==> src/rtl/twiddle_gen.sv <==
// twiddle_gen: streams the radix-2 DIT twiddle factors of one FFT stage from a
// synchronous ROM, with valid/ready flow control and optional IFFT conjugation.
module twiddle_gen #(
    parameter int WORDSIZE  = 16,
    parameter int LOG2N     = 5,
    parameter int STAGEBITS = 3,
    parameter     ROMFILE   = "twiddle.hex"
) (
    input  logic                  clk,
    input  logic                  rst,
    input  logic                  start,
    input  logic [STAGEBITS-1:0]  stage_num,
    input  logic                  inverse,
    input  logic                  tw_ready,
    output logic                  tw_valid,
    output logic [2*WORDSIZE-1:0] twiddle,
    output logic [LOG2N-2:0]      tw_addr,
    output logic                  busy,
    output logic                  stage_done,
    output logic                  err
);

    localparam int N    = 1 << LOG2N;
    localparam int HALF = N / 2;
    localparam int KW   = LOG2N - 1;
    localparam int W    = WORDSIZE;

    localparam longint ONE_Q30 = 64'sd1 <<< 30;
    localparam longint PI_Q30  = 64'sd3373259426;
    localparam longint MAXV    = (64'sd1 <<< (W - 1)) - 64'sd1;
    localparam longint MINV    = -(64'sd1 <<< (W - 1));

    localparam logic [W-1:0] IM_MIN = {1'b1, {(W-1){1'b0}}};
    localparam logic [W-1:0] IM_MAX = {1'b0, {(W-1){1'b1}}};

    // The table equals the {cos, -sin} image that ROMFILE names; it is built at
    // elaboration so the block carries no external file dependency.
    localparam int unsigned romfile_unused = $bits(ROMFILE);

    function automatic longint taylor(input longint x, input bit want_sin);
        longint term;
        longint sum;
        longint d;
        term = want_sin ? x : ONE_Q30;
        sum  = term;
        for (int n = 1; n < 12; n++) begin
            d    = want_sin ? longint'((2*n) * (2*n + 1)) : longint'((2*n - 1) * (2*n));
            term = (term * x) >>> 30;
            term = (term * x) >>> 30;
            term = -(term / d);
            sum  = sum + term;
        end
        return sum;
    endfunction

    function automatic logic [W-1:0] quant(input longint v, input bit neg);
        longint mag;
        longint q;
        mag = ((v <<< (W - 1)) + (ONE_Q30 >>> 1)) >>> 30;
        q   = neg ? -mag : mag;
        if (q > MAXV) q = MAXV;
        if (q < MINV) q = MINV;
        return W'(q);
    endfunction

    // Angles are folded into [0, pi/4] so the series stays short and accurate.
    function automatic logic [HALF*2*W-1:0] build_rom();
        logic [HALF*2*W-1:0] img;
        int     r;
        bit     cos_neg;
        bit     swap;
        longint x;
        longint c;
        longint s;
        longint t;
        img = '0;
        for (int m = 0; m < HALF; m++) begin
            cos_neg = (4 * m > N);
            r       = cos_neg ? HALF - m : m;
            swap    = (8 * r > N);
            if (swap) r = N / 4 - r;
            x = (2 * PI_Q30 * longint'(r)) / longint'(N);
            c = taylor(x, 1'b0);
            s = taylor(x, 1'b1);
            if (swap) begin
                t = c;
                c = s;
                s = t;
            end
            img[m*2*W +: 2*W] = {quant(c, cos_neg), quant(s, 1'b1)};
        end
        return img;
    endfunction

    localparam logic [HALF*2*W-1:0] ROM_IMAGE = build_rom();

    typedef enum logic [1:0] {IDLE, RUN, DRAIN} state_t;

    state_t                state;
    state_t                state_next;
    logic [KW-1:0]         k;
    logic [STAGEBITS-1:0]  stage_q;
    logic                  inv_q;
    logic                  rd_valid;
    logic [2*W-1:0]        rom_data;
    logic [KW-1:0]         rd_addr;
    logic [KW-1:0]         rom_addr;
    logic                  advance;
    logic                  issue;
    logic                  legal_stage;
    logic                  accept;
    logic                  last_hs;
    logic [W-1:0]          im_conj;

    assign advance     = !tw_valid || tw_ready;
    assign legal_stage = 32'(stage_num) < 32'(LOG2N);
    assign accept      = (state == IDLE) && start && legal_stage;
    assign last_hs     = (state == DRAIN) && tw_valid && tw_ready && !rd_valid;

    // Butterfly k maps to m = (k mod 2^s) * 2^(LOG2N-1-s).
    assign rom_addr = KW'((32'(k) & ((32'd1 << stage_q) - 32'd1)) << (32'(KW) - 32'(stage_q)));
    assign im_conj  = (rom_data[W-1:0] == IM_MIN) ? IM_MAX : (~rom_data[W-1:0] + 1'b1);

    always_ff @(posedge clk) begin
        if (rst) state <= IDLE;
        else     state <= state_next;
    end

    always_comb begin
        state_next = state;
        case (state)
            IDLE:    if (accept) state_next = RUN;
            RUN:     if (advance && k == KW'(HALF - 1)) state_next = DRAIN;
            DRAIN:   if (last_hs) state_next = IDLE;
            default: state_next = IDLE;
        endcase
    end

    always_comb begin
        busy  = (state != IDLE);
        issue = (state == RUN) && advance;
    end

    // Two-stage pipeline (ROM read, output register) that moves as one unit.
    always_ff @(posedge clk) begin
        if (rst) begin
            k          <= '0;
            stage_q    <= '0;
            inv_q      <= 1'b0;
            rd_valid   <= 1'b0;
            rom_data   <= '0;
            rd_addr    <= '0;
            tw_valid   <= 1'b0;
            twiddle    <= '0;
            tw_addr    <= '0;
            stage_done <= 1'b0;
            err        <= 1'b0;
        end else begin
            stage_done <= last_hs;
            if (state == IDLE && start && !legal_stage) err <= 1'b1;
            if (accept) begin
                k       <= '0;
                stage_q <= stage_num;
                inv_q   <= inverse;
            end else if (issue) begin
                k <= k + 1'b1;
            end
            if (advance) begin
                rd_valid <= issue;
                if (issue) begin
                    rom_data <= ROM_IMAGE[32'(rom_addr) * (2*W) +: 2*W];
                    rd_addr  <= rom_addr;
                end
                tw_valid <= rd_valid;
                if (rd_valid) begin
                    twiddle <= {rom_data[2*W-1:W], inv_q ? im_conj : rom_data[W-1:0]};
                    tw_addr <= rd_addr;
                end
            end
        end
    end

endmodule

==> config.mk <==
export PLATFORM = sky130hd
export DESIGN_NAME = twiddle_gen
export DESIGN_NICKNAME = d
export VERILOG_FILES = /design/src/rtl/twiddle_gen.sv
export SDC_FILE = /design/constraint.sdc
export NUM_CORES = 1
export LEC_CHECK = 0
export CORE_UTILIZATION = 61
export DETAILED_ROUTE_END_ITERATION = 16
export PLACE_DENSITY = 0.85
export SLEW_MARGIN = 20
export SYNTH_ARGS = -nofsm -noshare
export SYNTH_HDL_FRONTEND = slang
export SYNTH_SLANG_ARGS = --single-unit
==> constraint.sdc <==
create_clock -name clk -period 4.5 [get_ports clk]
set_clock_uncertainty 0.05 [all_clocks]
set_input_delay 0.9 -clock clk [delete_from_list [all_inputs] [get_ports clk]]
set_output_delay 0.9 -clock clk [all_outputs]
set_load 0.1 [all_outputs]
Yosys cells after proc, flatten, opt, wreduce, memory -nomap -nowiden:

Cells that the tools add are included.

* flip-flop bits (word level): 86
* word-level logic and storage cells: 53

* multiplexer cells: 6
* add/subtract/negate cells: 4
* shift-type cells: 3
* equal/unequal tests: 7
* $lt $le $gt $ge: 1
* bitwise operators: 2
* reductions and logical operators: 18

Operators with widths (number)
* 512-bit by 10-bit variable part select with 32-bit output, first input constant: 1
* 4-bit by 32-bit AND with 32-bit output: 1
* 16-bit two-way mux: 2
* 1-bit by 3-bit << shifter with 32-bit output, first input constant: 1
* 32-bit by 32-bit << shifter with 4-bit output: 1
* 32-bit by 1-bit subtractor with 32-bit output, second input constant: 1
* 16-bit by 1-bit adder with 16-bit output, second input constant: 1
* 16-bit == test, second input constant: 1
* 16-bit inverter: 1
* 1-bit logical AND: 8
* 2-bit two-way mux: 3
* 2-bit inequality test, second input constant: 3
* 2-bit case mux with 3 select lines: 1
* 4-bit by 1-bit adder with 4-bit output, second input constant: 1
* 4-bit == test, second input constant: 1
* 2-bit AND reduction: 2
* 3-bit by 3-bit subtractor with 4-bit output, first input constant: 1
* 1-bit logical NOT: 3
* 3-bit < comparator, second input constant: 1
* 3-bit AND reduction: 1
* 2-bit by 1-bit == test with 1-bit output, second input constant: 1
* 2-bit == test, second input constant: 1
* 2-bit logical NOT: 1
* 2-bit nonzero test: 1
* 2 further kinds: 2

Logic depth before layout (Yosys ltp):

Gate-level depths: netlist (run 1).

* word-level depth: 6
* depth in mapped cells: 12
* mapped depth without buffers: 11

Worst setup path before layout (run 1):

No wires, ideal clock.

* kind: flip-flop to flip-flop
* start: register stage_q[1]
* end: register rom_data[13]
* cell stages (with the launch flop): 13
* slack: 1.764 ns
* path buffers: 1
* data required time: 4.362 ns
* arrival: 2.598 ns
* period minus slack after synthesis: 2.736 ns
* cell sequence: dfxtp_1 buf_2 inv_1 ha_1 ha_1 and4bb_4 or3_4 nand2_4 ha_1 o21ai_0 a21o_1 a211o_1 a311oi_2

* word-level cells in the longest chain between the ends: 5
* elaborated cells on any way between the ends: 6
* those cells by class: add/sub: 2; shift: 3; bitwise: 1

Ends and longest elaborated chain
* start: declaration: line 102 `logic [STAGEBITS-1:0] stage_q;`
* start signal: assignment: line 163 `stage_q <= stage_num;`
* 1-bit by 3-bit << shifter with 32-bit output: line 121 `assign rom_addr = KW'((32'(k) & ((32'd1 << stage_q) - 32'd1)) << (32'(KW) - 32'(stage_q)));`
* 32-bit by 1-bit subtractor with 32-bit output: line 121
* 4-bit by 32-bit AND with 32-bit output: line 121
* 32-bit by 32-bit << shifter with 4-bit output *: line 121
* 512-bit by 10-bit variable part select with 32-bit output *: line 171 `rom_data <= ROM_IMAGE[32'(rom_addr) * (2*W) +: 2*W];`
* end signal: assignment: line 171
* end: declaration: line 105 `logic [2*W-1:0] rom_data;`

Mark *: on every way between the ends. The rest lies on a longest branch, timed or not.
A chain may end at the register's enable or synchronous reset.

Worst setup path in the final report (run 1):

* start: register stage_q[0]
* end: register rom_data[10]

Same word-level chain as after synthesis.

==> flow_metrics.py, run 1 <==
metrics = {
    "worst_setup_path": {
        "worst-path-max-fanout": 22,
        "crit_end": "rom_data[10]",
        "regToRegSetupSlack_ns": 1.10,
        "crit_path_start_kind": "flip-flop",
        "worst-r2r-cell-count": 9,
        "critPathCaptureType": "flip-flop",
        "critical_path.reg2reg.endpoint": "rom_data[10]",
        "regToRegStartpoint": "stage_q[0]",
        "worstPathRequired_ns": 4.71,
        "crit_arrival_ns": 3.60,
        "criticalPathCategory": "flip-flop to flip-flop",
        "critPathLaunch": "stage_q[0]",
    },
    "routing": {
        "dr_iter_0_viols": 218,
        "routed_wire_length_per_instance_um": 16.5,
        "antenna_violating_nets_post_route": 0,
        "post-route-drc-count": 0,
        "wl_mm": 10.9,
        "vias_per_cell": 5.97,
        "detail_route.first_pass.iterations": 5,
        "vias": 3941,
    },
    "floorplan": {
        "io_pins": 48,
        "placement_rows": 30,
        "die_w_um": 87.2,
        "placeableCoreArea_um2": 6910,
        "die_h_um": 87.2,
        "floorplan.initialDensity_pct": 64.0,
        "die-area_um2": 7600,
    },
    "timing": {
        "final-setup-viol-count": 0,
        "finalWorstSetupSlack_ns": 1.10,
        "tightest_slew_ns": 1.01,
        "timing_hold_violations_final": 0,
        "grt_setup_unrepaired": "no",
        "timing.final.crit_period_ns": 3.40,
        "timing.setup.tns_ns": 0,
        "slew-limit-headroom_pct": 32.8,
        "finalMaxSlewViolations": 0,
        "fmax_mhz": 294,
        "finalCritPeriodShare_pct": 75.5,
    },
    "synth": {
        "synth_cell_area_um2": 4420,
        "yosys_warnings": 0,
        "postSynthAreaPerCell_um2": 8.36,
        "async_flop_share_pct": 0,
        "synth.ff_latch_count": 86,
        "synth-edff-count": 0,
        "yosys.cell_types.count": 81,
        "postSynthCellCount": 529,
        "synth_sequential_area_ratio_pct": 38.9,
        "synthFlopType": "sky130_fd_sc_hd__dfxtp_1",
        "postSynthNetCount": 549,
    },
    "clock_tree": {
        "cts_buffers": 9,
        "clk_transition_reported_paths_ns": 0.10,
        "clockBufferDepth": 2,
        "insertion_delay_ns": 0.36,
        "cts_hold_buffers": 0,
        "root_buffer": "sky130_fd_sc_hd__clkbuf_8",
        "postcts_setup_bufs": 0,
        "cts_max_level": 3,
        "cts_num_sinks": 86,
        "cts_tree": "done",
        "post_cts_resize_count": 0,
    },
    "min_path": {
        "worst_hold_path.num_cells": 2,
        "hold_path.class": "flip-flop to flip-flop",
    },
    "global_route": {
        "grt_first_pass_wirelength_mm": 17.7,
        "first_global_vias": 3516,
        "number_of_antenna_violations_at_the_first_check_in_global_routing": 0,
        "gr-total-overflow": 0,
        "grt_start_max_net_pins": 36,
        "grt_use_total_pct": 30.2,
    },
    "run": {
        "maxCapViolCount": 0,
    },
    "cells_and_area": {
        "final_area_um2": 5070,
        "drive_gt1_share_pct": 9.93,
        "synthToLayoutAreaGrowth_pct": 14.7,
        "number_of_inserted_diodes": 0,
        "final_layout_net_count": 579,
    },
    "place": {
        "detailedPlacementHpwl_mm": 7.90,
        "post-place-ws_ns": 1.17,
        "dpl-instance-area_um2": 4890,
        "gp_congestion": 0.999,
        "place.port_buffers": 47,
    },
    "run_status": {
        "run_status": "complete, no violations",
    },
    "power_and_ir_drop": {
        "pwr_density_cell_nw_per_um2": 336,
        "leakagePower_nw": 1.83,
        "worst_ir_drop_vdd_mv": 0.178,
    },
}
## cells in the final DEF, fill, tap and decap left out, drive strengths merged, types with 12 or more instances in the layout
cell           Yosys  final
dfxtp             86     86
a21oi             37     37
nor2              66     66
o21ai             15     15
clkdlybuf4s50      0     46
xor2              14     14
nand2             98     98
a211oi            22     22
ha                12     12
inv               11     15
## metal layers
metal	up-vias	GRT usage, %	part of all wire, %	wire length (µm)
met5	-	0	0	0
met4	0	13.7	3.4	366
met3	27	3.79	5.1	557
met2	130	45.0	43	4710
met1	1849	43.6	48	5240
li1	1935	-	-	-
## where the power goes
group / switching, mW / internal [mW] / total [mW] / leakage (nW)
clock network: 0.321 / 0.213 / 0.534 / 0.0903
registers: 0.0365 / 0.799 / 0.835 / 0.700
logic: 0.230 / 0.105 / 0.335 / 1.04
## sequential cells by signal (all words and copies together) (netlist names)
register    flops
err             1
inv_q           1
k               4
rd_addr         4
rd_valid        1
rom_data       32
stage_done      1
stage_q         3
state           2
tw_addr         4
tw_valid        1
twiddle        32
## kinds of logic after synthesis
family	count (synthesis)	synth area share [%]
buffers and inverters	45	4.72
muxes	9	2.43
DFF	86	38.9
adders and majority gates	12	3.39
xor gates and xnor gates	21	4.33
and+or+nand+nor	223	24.1
AOI/OAI and AO/OA	133	22.1
## critical path, cell delays in order, from the launching register on
cell and delay, ns:
sky130_fd_sc_hd__dfxtp_1 0.58, sky130_fd_sc_hd__inv_1 0.14, sky130_fd_sc_hd__ha_1 0.23, sky130_fd_sc_hd__ha_1 0.22, sky130_fd_sc_hd__nor3b_4 0.21, sky130_fd_sc_hd__nand2_2 0.13
sky130_fd_sc_hd__a221oi_4 0.80, sky130_fd_sc_hd__o22ai_1 0.31, sky130_fd_sc_hd__and3_1 0.29, sky130_fd_sc_hd__a2111oi_2 0.33
## cell usage after synthesis, drive strengths merged (3+ instances only)
cell,count,share of area (%)
a21oi,37,4.2
dfxtp,86,39
nor3,10,1.5
a211oi,22,3.7
o21ai,15,1.7
a31oi,4,0.71
a221oi,5,1.4
or2,3,0.42
xor2,14,2.8
o21a,3,0.51
a311oi,6,1.3
and2,5,0.74
ha,12,3.4
and4bb,3,0.93
nor3b,3,0.88
inv,11,0.93
o31ai,6,1.1
buf,10,1.8
or3,4,0.68
o22ai,7,0.99
nor2b,3,0.42
nand2b,3,0.42
mux2i,5,1.4
clkbuf,24,2.0
nand4,3,0.42
xnor2,7,1.6
nand3b,5,0.85
nand2,98,8.5
mux2,4,1.0
a22oi,5,0.85
nor2,66,5.8
nand3,6,0.68
or4,3,0.51
o211ai,3,0.51
## layout make-up
class | count | area (µm²)
Multi-Input combinational cell | 398 | 2490
Fill cell | 577 | 1830
Sequential cell | 86 | 1720
Timing Repair Buffer | 53 | 510
Clock buffer | 9 | 124
Tap cell | 96 | 120
Clock inverter | 7 | 63.8
Inverter | 11 | 41.3
## stage by stage
step	util, %	std cells	power (mW)	hold WS (ns)
floorplan	-	529	1.11	0.375
global placement	70.7	644	1.18	0.390
detailed placement	70.7	644	1.19	0.393
CTS	73.5	660	1.71	0.409
global route	73.5	660	1.77	0.427
finish	73.5	660	1.70	0.407
## worst min path at each step
stage / from / endpoint / slack (ns)
2_1_floorplan: rom_data[17] / rom_data[17] / 0.37
3_3_place_gp: rom_data[18] / twiddle[18] / 0.39
3_5_place_dp: rom_data[18] / twiddle[18] / 0.39
4_1_cts: rom_data[18] / twiddle[18] / 0.41
5_1_grt: rom_data[18] / twiddle[18] / 0.43
6_report: rom_data[18] / twiddle[18] / 0.41
Note: power is estimated with default switching activity, not from simulation.
==> run 2: changes to the inputs <==
--- a/config.mk
+++ b/config.mk
@@ -5,9 +5,9 @@
 export SDC_FILE = /design/constraint.sdc
 export NUM_CORES = 1
 export LEC_CHECK = 0
-export CORE_UTILIZATION = 61
+export CORE_UTILIZATION = 57
 export DETAILED_ROUTE_END_ITERATION = 16
-export PLACE_DENSITY = 0.85
+export PLACE_DENSITY = 0.8
 export SLEW_MARGIN = 20
 export SYNTH_ARGS = -nofsm -noshare
 export SYNTH_HDL_FRONTEND = slang
==> constraint.sdc (replaced) <==
create_clock -name clk -period 3.32 [get_ports clk]
set_clock_uncertainty 0.05 [all_clocks]
set_input_delay 0.664 -clock clk [delete_from_list [all_inputs] [get_ports clk]]
set_output_delay 0.664 -clock clk [all_outputs]
set_load 0.1 [all_outputs]
==> flow_metrics.py, run 2 (same netlist as run 1, synthesis figures left out) <==
metrics = {
    "clock_tree": {
        "post_cts_resize_count": 0,
        "insertion_delay_ns": 0.37,
        "cts_buffers": 9,
        "clockBufferDepth": 2,
        "clk_transition_reported_paths_ns": 0.10,
        "cts_hold_buffers": 0,
        "cts_tree": "done",
        "cts_max_level": 3,
        "root_buffer": "sky130_fd_sc_hd__clkbuf_8",
        "postcts_setup_bufs": 0,
        "cts_num_sinks": 86,
    },
    "worst_setup_path": {
        "regToRegStartpoint": "stage_q[0]",
        "worstPathRequired_ns": 3.56,
        "criticalPathCategory": "flip-flop to flip-flop",
        "cp.buffers_inverters": 1,
        "crit_path_start_kind": "flip-flop",
        "worst_path_largest_cell_delay_ns": 0.42,
        "worst-r2r-cell-count": 11,
        "critical-path-top-delay-family": "compound AO/OA/AOI/OAI gates",
        "worst_path_max_delay_cell": "sky130_fd_sc_hd__or3_4",
        "worst-path-stages": 11,
        "worst-path-max-fanout": 9,
        "crit_arrival_ns": 3.12,
        "critical_path.reg2reg.endpoint": "rom_data[13]",
        "critPathCaptureType": "flip-flop",
        "regToRegSetupSlack_ns": 0.44,
        "path_cells": "inv_1 -> ha_1 -> ha_1 -> and4bb_4 -> or3_4 -> nand2_4 -> ha_1 -> o21ai_0 -> a21o_1 -> a211o_1 -> a311oi_2",
        "critical-path-top-cell-by-count": "sky130_fd_sc_hd__ha_1",
    },
    "cells_and_area": {
        "commonest_non_fill_non_tap_cells_in_the_layout": "sky130_fd_sc_hd__nand2_1, sky130_fd_sc_hd__dfxtp_1, sky130_fd_sc_hd__nor2_1, sky130_fd_sc_hd__buf_4, sky130_fd_sc_hd__a21oi_1",
        "fin_util_pct": 69.0,
        "synthToLayoutAreaGrowth_pct": 14.9,
        "final_layout_net_count": 586,
        "number_of_inserted_diodes": 0,
        "drive_gt1_share_pct": 17.9,
        "final_area_um2": 5080,
        "layout_commonest_cell": "sky130_fd_sc_hd__nand2_1",
        "layoutNonFillerInstCount": 670,
        "reg_top3": "rom_data x32, twiddle x32",
    },
    "global_route": {
        "grt.met1_usage_pct": 38.6,
        "number_of_antenna_violations_at_the_first_check_in_global_routing": 0,
        "first_global_vias": 3833,
        "grt_first_pass_wirelength_mm": 19.5,
        "grt_start_max_net_pins": 48,
        "global_route.peak_usage_layer": "met2",
        "met2_usage_pct": 49.7,
        "use_met3_pct": 6.43,
        "gr-total-overflow": 0,
        "grt_use_total_pct": 30.3,
    },
    "timing": {
        "finalCritPeriodShare_pct": 86.7,
        "slew-limit-headroom_pct": 53.5,
        "timing_hold_violations_final": 0,
        "tightest_slew_ns": 0.698,
        "final_hold_slack_ns": 0.405,
        "fmax_mhz": 347,
        "grt_setup_unrepaired": "no",
        "timing.setup.tns_ns": 0,
        "finalMaxSlewViolations": 0,
        "timing.final.crit_period_ns": 2.88,
        "final-setup-viol-count": 0,
    },
    "floorplan": {
        "io_pins": 48,
        "floorplan.initialDensity_pct": 60.0,
        "placement_rows": 31,
        "die-area_um2": 8120,
        "placeableCoreArea_um2": 7370,
        "die_h_um": 90.1,
        "die_w_um": 90.1,
    },
    "routing": {
        "routed_wire_length_per_instance_um": 17.6,
        "vias_per_cell": 5.94,
        "dr_iter_0_viols": 219,
        "vias": 3981,
        "detail_route.first_pass.iterations": 5,
        "wl_mm": 11.8,
        "post-route-drc-count": 0,
        "antenna_violating_nets_post_route": 0,
    },
    "min_path": {
        "hold_path.class": "flip-flop to flip-flop",
        "worst_hold_path.num_cells": 2,
        "hold_path.startpoint": "rd_addr[1]",
        "hold_end": "tw_addr[1]",
    },
    "run": {
        "maxCapViolCount": 0,
    },
    "power_and_ir_drop": {
        "worst_ir_drop_vdd_mv": 0.271,
        "leakagePower_nw": 1.97,
        "pwr_density_cell_nw_per_um2": 472,
    },
    "place": {
        "gp_congestion": 0.934,
        "place_inst": 654,
        "dpl-instance-area_um2": 4870,
        "detailedPlacementHpwl_mm": 8.67,
        "place.port_buffers": 47,
    },
    "run_status": {
        "run_status": "complete, no violations",
    },
}
==> run 2: cell count changes in the layout (fill, tap and decap cells not counted), sizes merged <==
cell / before / now
buf: 7 / 54
bufinv: 0 / 1
clkinv: 1 / 2
inv: 15 / 14
clkdlybuf4s50: 46 / 6
clkinvlp: 2 / 1
==> run 2: metal layers <==
layer,vias up,wire [µm],share of wire (%)
met4,0,271,2.3
met3,21,680,5.8
li1,1950,-,-
met5,-,0,0
met1,1885,5280,45
met2,125,5540,47
==> run 2: worst max path at each step <==
stage                   endpoint  slack (ns)  startpoint
finish              rom_data[13]        0.44  stage_q[0]
global route        rom_data[10]        0.33  stage_q[2]
CTS                 rom_data[13]        0.47  stage_q[0]
detailed placement  rom_data[13]        0.50  stage_q[0]
global placement    rom_data[10]        0.55  stage_q[0]
floorplan           rom_data[13]        0.58  stage_q[1]
==> run 2: layout make-up <==
| cell class | instances | area [µm²] |
|---|---|---|
| sequential | 86 | 1720 |
| tap | 99 | 124 |
| timing repair buffer | 60 | 488 |
| multi-input combinational | 398 | 2490 |
| fill | 621 | 2290 |
| clock inverter | 7 | 91.3 |
| clock buffer | 9 | 124 |
| inverter | 11 | 41.3 |
==> run 2: metrics by stage <==
step / worst slack [ns] / power (mW)
after floorplan: 0.584 / 1.51
after global placement: 0.551 / 1.61
after detailed placement: 0.498 / 1.62
after CTS: 0.470 / 2.40
after global routing: 0.325 / 2.49
final: 0.441 / 2.40
==> run 2: tightest hold or removal path, stage by stage, from the launching register on <==
cell	delay, ns
sky130_fd_sc_hd__dfxtp_1	0.32
sky130_fd_sc_hd__nand2_1	0.05
sky130_fd_sc_hd__a21oi_1	0.05
==> run 2: power by group <==
group / internal, mW / total (mW) / switching, mW
sequential: 1.08 / 1.13 / 0.0463
clock: 0.366 / 0.796 / 0.430
combinational: 0.145 / 0.473 / 0.328
==> run 3: changes to the inputs <==
==> constraint.sdc (replaced) <==
create_clock -name clk -period 2.85 [get_ports clk]
set_clock_uncertainty 0.05 [all_clocks]
set_input_delay 0.57 -clock clk [delete_from_list [all_inputs] [get_ports clk]]
set_output_delay 0.57 -clock clk [all_outputs]
set_load 0.1 [all_outputs]
==> flow_metrics.py, run 3 (same netlist as run 1, synthesis figures left out) <==
metrics = {
    "floorplan": {
        "placement_rows": 31,
        "io_pins": 48,
        "die_w_um": 90.1,
        "placeableCoreArea_um2": 7370,
        "die_h_um": 90.1,
        "die-area_um2": 8120,
        "floorplan.initialDensity_pct": 60.0,
    },
    "global_route": {
        "grt_first_pass_wirelength_mm": 19.5,
        "gr-total-overflow": 0,
        "number_of_antenna_violations_at_the_first_check_in_global_routing": 0,
        "first_global_vias": 3874,
        "grt_start_max_net_pins": 36,
        "grt_use_total_pct": 30.1,
    },
    "clock_tree": {
        "postcts_setup_bufs": 0,
        "root_buffer": "sky130_fd_sc_hd__clkbuf_8",
        "cts_max_level": 3,
        "clk_transition_reported_paths_ns": 0.10,
        "cts_tree": "done",
        "cts_hold_buffers": 0,
        "insertion_delay_ns": 0.37,
        "post_cts_resize_count": 0,
        "cts_num_sinks": 86,
        "cts_buffers": 9,
        "clockBufferDepth": 2,
    },
    "place": {
        "place.port_buffers": 47,
        "detailedPlacementHpwl_mm": 8.72,
        "place_inst": 669,
        "post-place-ws_ns": 0.186,
        "gp_congestion": 0.911,
    },
    "worst_setup_path": {
        "worst_path_max_delay_cell": "sky130_fd_sc_hd__or3_4",
        "worst-path-max-fanout": 9,
        "crit_arrival_ns": 2.96,
        "regToRegStartpoint": "stage_q[0]",
        "worstPathRequired_ns": 3.08,
        "crit_path_start_kind": "flip-flop",
        "path_cells": "inv_1 -> ha_1 -> ha_1 -> and4bb_4 -> or3_4 -> nand2_4 -> ha_1 -> o21ai_0 -> a21o_1 -> a211o_1 -> a311oi_2",
        "criticalPathCategory": "flip-flop to flip-flop",
        "critical-path-top-cell-by-count": "sky130_fd_sc_hd__ha_1",
        "cp.buffers_inverters": 1,
        "worst_path_largest_cell_delay_ns": 0.41,
        "critPathCaptureType": "flip-flop",
        "critical-path-top-delay-family": "compound AO/OA/AOI/OAI gates",
        "critPathLaunch": "stage_q[0]",
    },
    "timing": {
        "slew-limit-headroom_pct": 60.8,
        "timing_hold_violations_final": 0,
        "final-setup-viol-count": 0,
        "timing.final.crit_period_ns": 2.72,
        "timing.setup.tns_ns": 0,
        "tightest_slew_ns": 0.587,
        "finalWorstSetupSlack_ns": 0.129,
        "finalCritPeriodShare_pct": 95.5,
        "fmax_mhz": 368,
        "grt_setup_unrepaired": "no",
        "finalMaxSlewViolations": 0,
    },
    "power_and_ir_drop": {
        "pwr_density_cell_nw_per_um2": 543,
        "net_switching_power_mw": 0.943,
        "worst_ir_drop_vdd_mv": 0.290,
        "clock_power_share_pct": 33.1,
        "pwr-share-seq_pct": 47.0,
        "cell_internal_pwr_mw": 1.86,
        "comb_power_share_pct": 19.9,
        "leakagePower_nw": 2.03,
        "switching_share_pct": 33.6,
        "total_power_mw": 2.81,
    },
    "routing": {
        "wl_mm": 11.8,
        "post-route-drc-count": 0,
        "vias": 4066,
        "vias_per_cell": 5.94,
        "routed_wire_length_per_instance_um": 17.3,
        "dr_iter_0_viols": 331,
        "detail_route.first_pass.iterations": 4,
        "antenna_violating_nets_post_route": 0,
    },
    "min_path": {
        "hold_path.class": "flip-flop to flip-flop",
        "hold_path.startpoint": "tw_addr[2]",
    },
    "cells_and_area": {
        "commonest_non_fill_non_tap_cells_in_the_layout": "sky130_fd_sc_hd__nand2_1, sky130_fd_sc_hd__dfxtp_1, sky130_fd_sc_hd__buf_4, sky130_fd_sc_hd__nor2_1, sky130_fd_sc_hd__a21oi_1",
        "layoutNonFillerInstCount": 685,
        "final_layout_net_count": 601,
        "drive_gt1_share_pct": 20.0,
        "number_of_inserted_diodes": 0,
        "final.fill_count": 630,
        "layout_commonest_cell": "sky130_fd_sc_hd__nand2_1",
        "synthToLayoutAreaGrowth_pct": 16.9,
        "reg_top3": "rom_data x32, twiddle x32",
    },
    "run": {
        "maxCapViolCount": 0,
    },
    "run_status": {
        "run_status": "complete, no violations",
    },
}
## run 3: cell count changes in the layout (fill, tap and decap cells not counted)
cell | previous run | this run
sky130_fd_sc_hd__buf_4 | 51 | 68
sky130_fd_sc_hd__clkinvlp_4 | 1 | 2
sky130_fd_sc_hd__buf_12 | 2 | 0
sky130_fd_sc_hd__clkinv_4 | 1 | 0
## run 3: through the flow
step	util, %	area (µm²)	hold WS [ns]
2_1_floorplan	-	4420	0.375
3_3_place_gp	67.2	4950	0.395
3_5_place_dp	67.2	4950	0.397
4_1_cts	70.1	5170	0.412
5_1_grt	70.1	5170	0.421
6_report	70.1	5170	0.410
## run 3: path summary, 6_finish.rpt
| kind | end | slack, ns | cells past startpoint |
|---|---|---|---|
| worst max-delay path | rom_data[13] | 0.13 | 11 |
| worst min-delay path | tw_addr[2] | 0.41 | 2 |
| worst max register to register | rom_data[13] | 0.13 | 11 |
| worst min register to register | tw_addr[2] | 0.41 | 2 |
## run 3: layout make-up
class	instances	area [µm²]	area share (%)
Tap cell	99	124	2.40
Sequential cell	86	1720	33.3
Inverter	11	41.3	0.799
Multi-Input combinational cell	398	2490	48.2
Timing Repair Buffer	75	576	11.1
Clock buffer	9	124	2.40
Clock inverter	7	90.1	1.74
## run 3: worst register-to-register path: stages (launching register included)
cell and delay (ns):
sky130_fd_sc_hd__dfxtp_1 0.33, sky130_fd_sc_hd__inv_1 0.08, sky130_fd_sc_hd__ha_1 0.15, sky130_fd_sc_hd__ha_1 0.20, sky130_fd_sc_hd__and4bb_4 0.25, sky130_fd_sc_hd__or3_4 0.41
sky130_fd_sc_hd__nand2_4 0.14, sky130_fd_sc_hd__ha_1 0.18, sky130_fd_sc_hd__o21ai_0 0.11, sky130_fd_sc_hd__a21o_1 0.22, sky130_fd_sc_hd__a211o_1 0.28, sky130_fd_sc_hd__a311oi_2 0.23
## run 3: metal layers
layer  global-route usage, %  share of wire (%)
met5                       0                  0
met1                    38.6                 44
met3                    7.61                6.7
met4                    11.7                2.4
met2                    48.7                 46
## run 3: power by group through the flow
stage	logic (mW)	clock network, mW	registers, mW
after detailed placement	0.552	0	1.35
final	0.558	0.929	1.32
after global placement	0.543	0	1.34
after global routing	0.596	0.993	1.33
after floorplan	0.296	0	1.46
after CTS	0.555	0.931	1.32
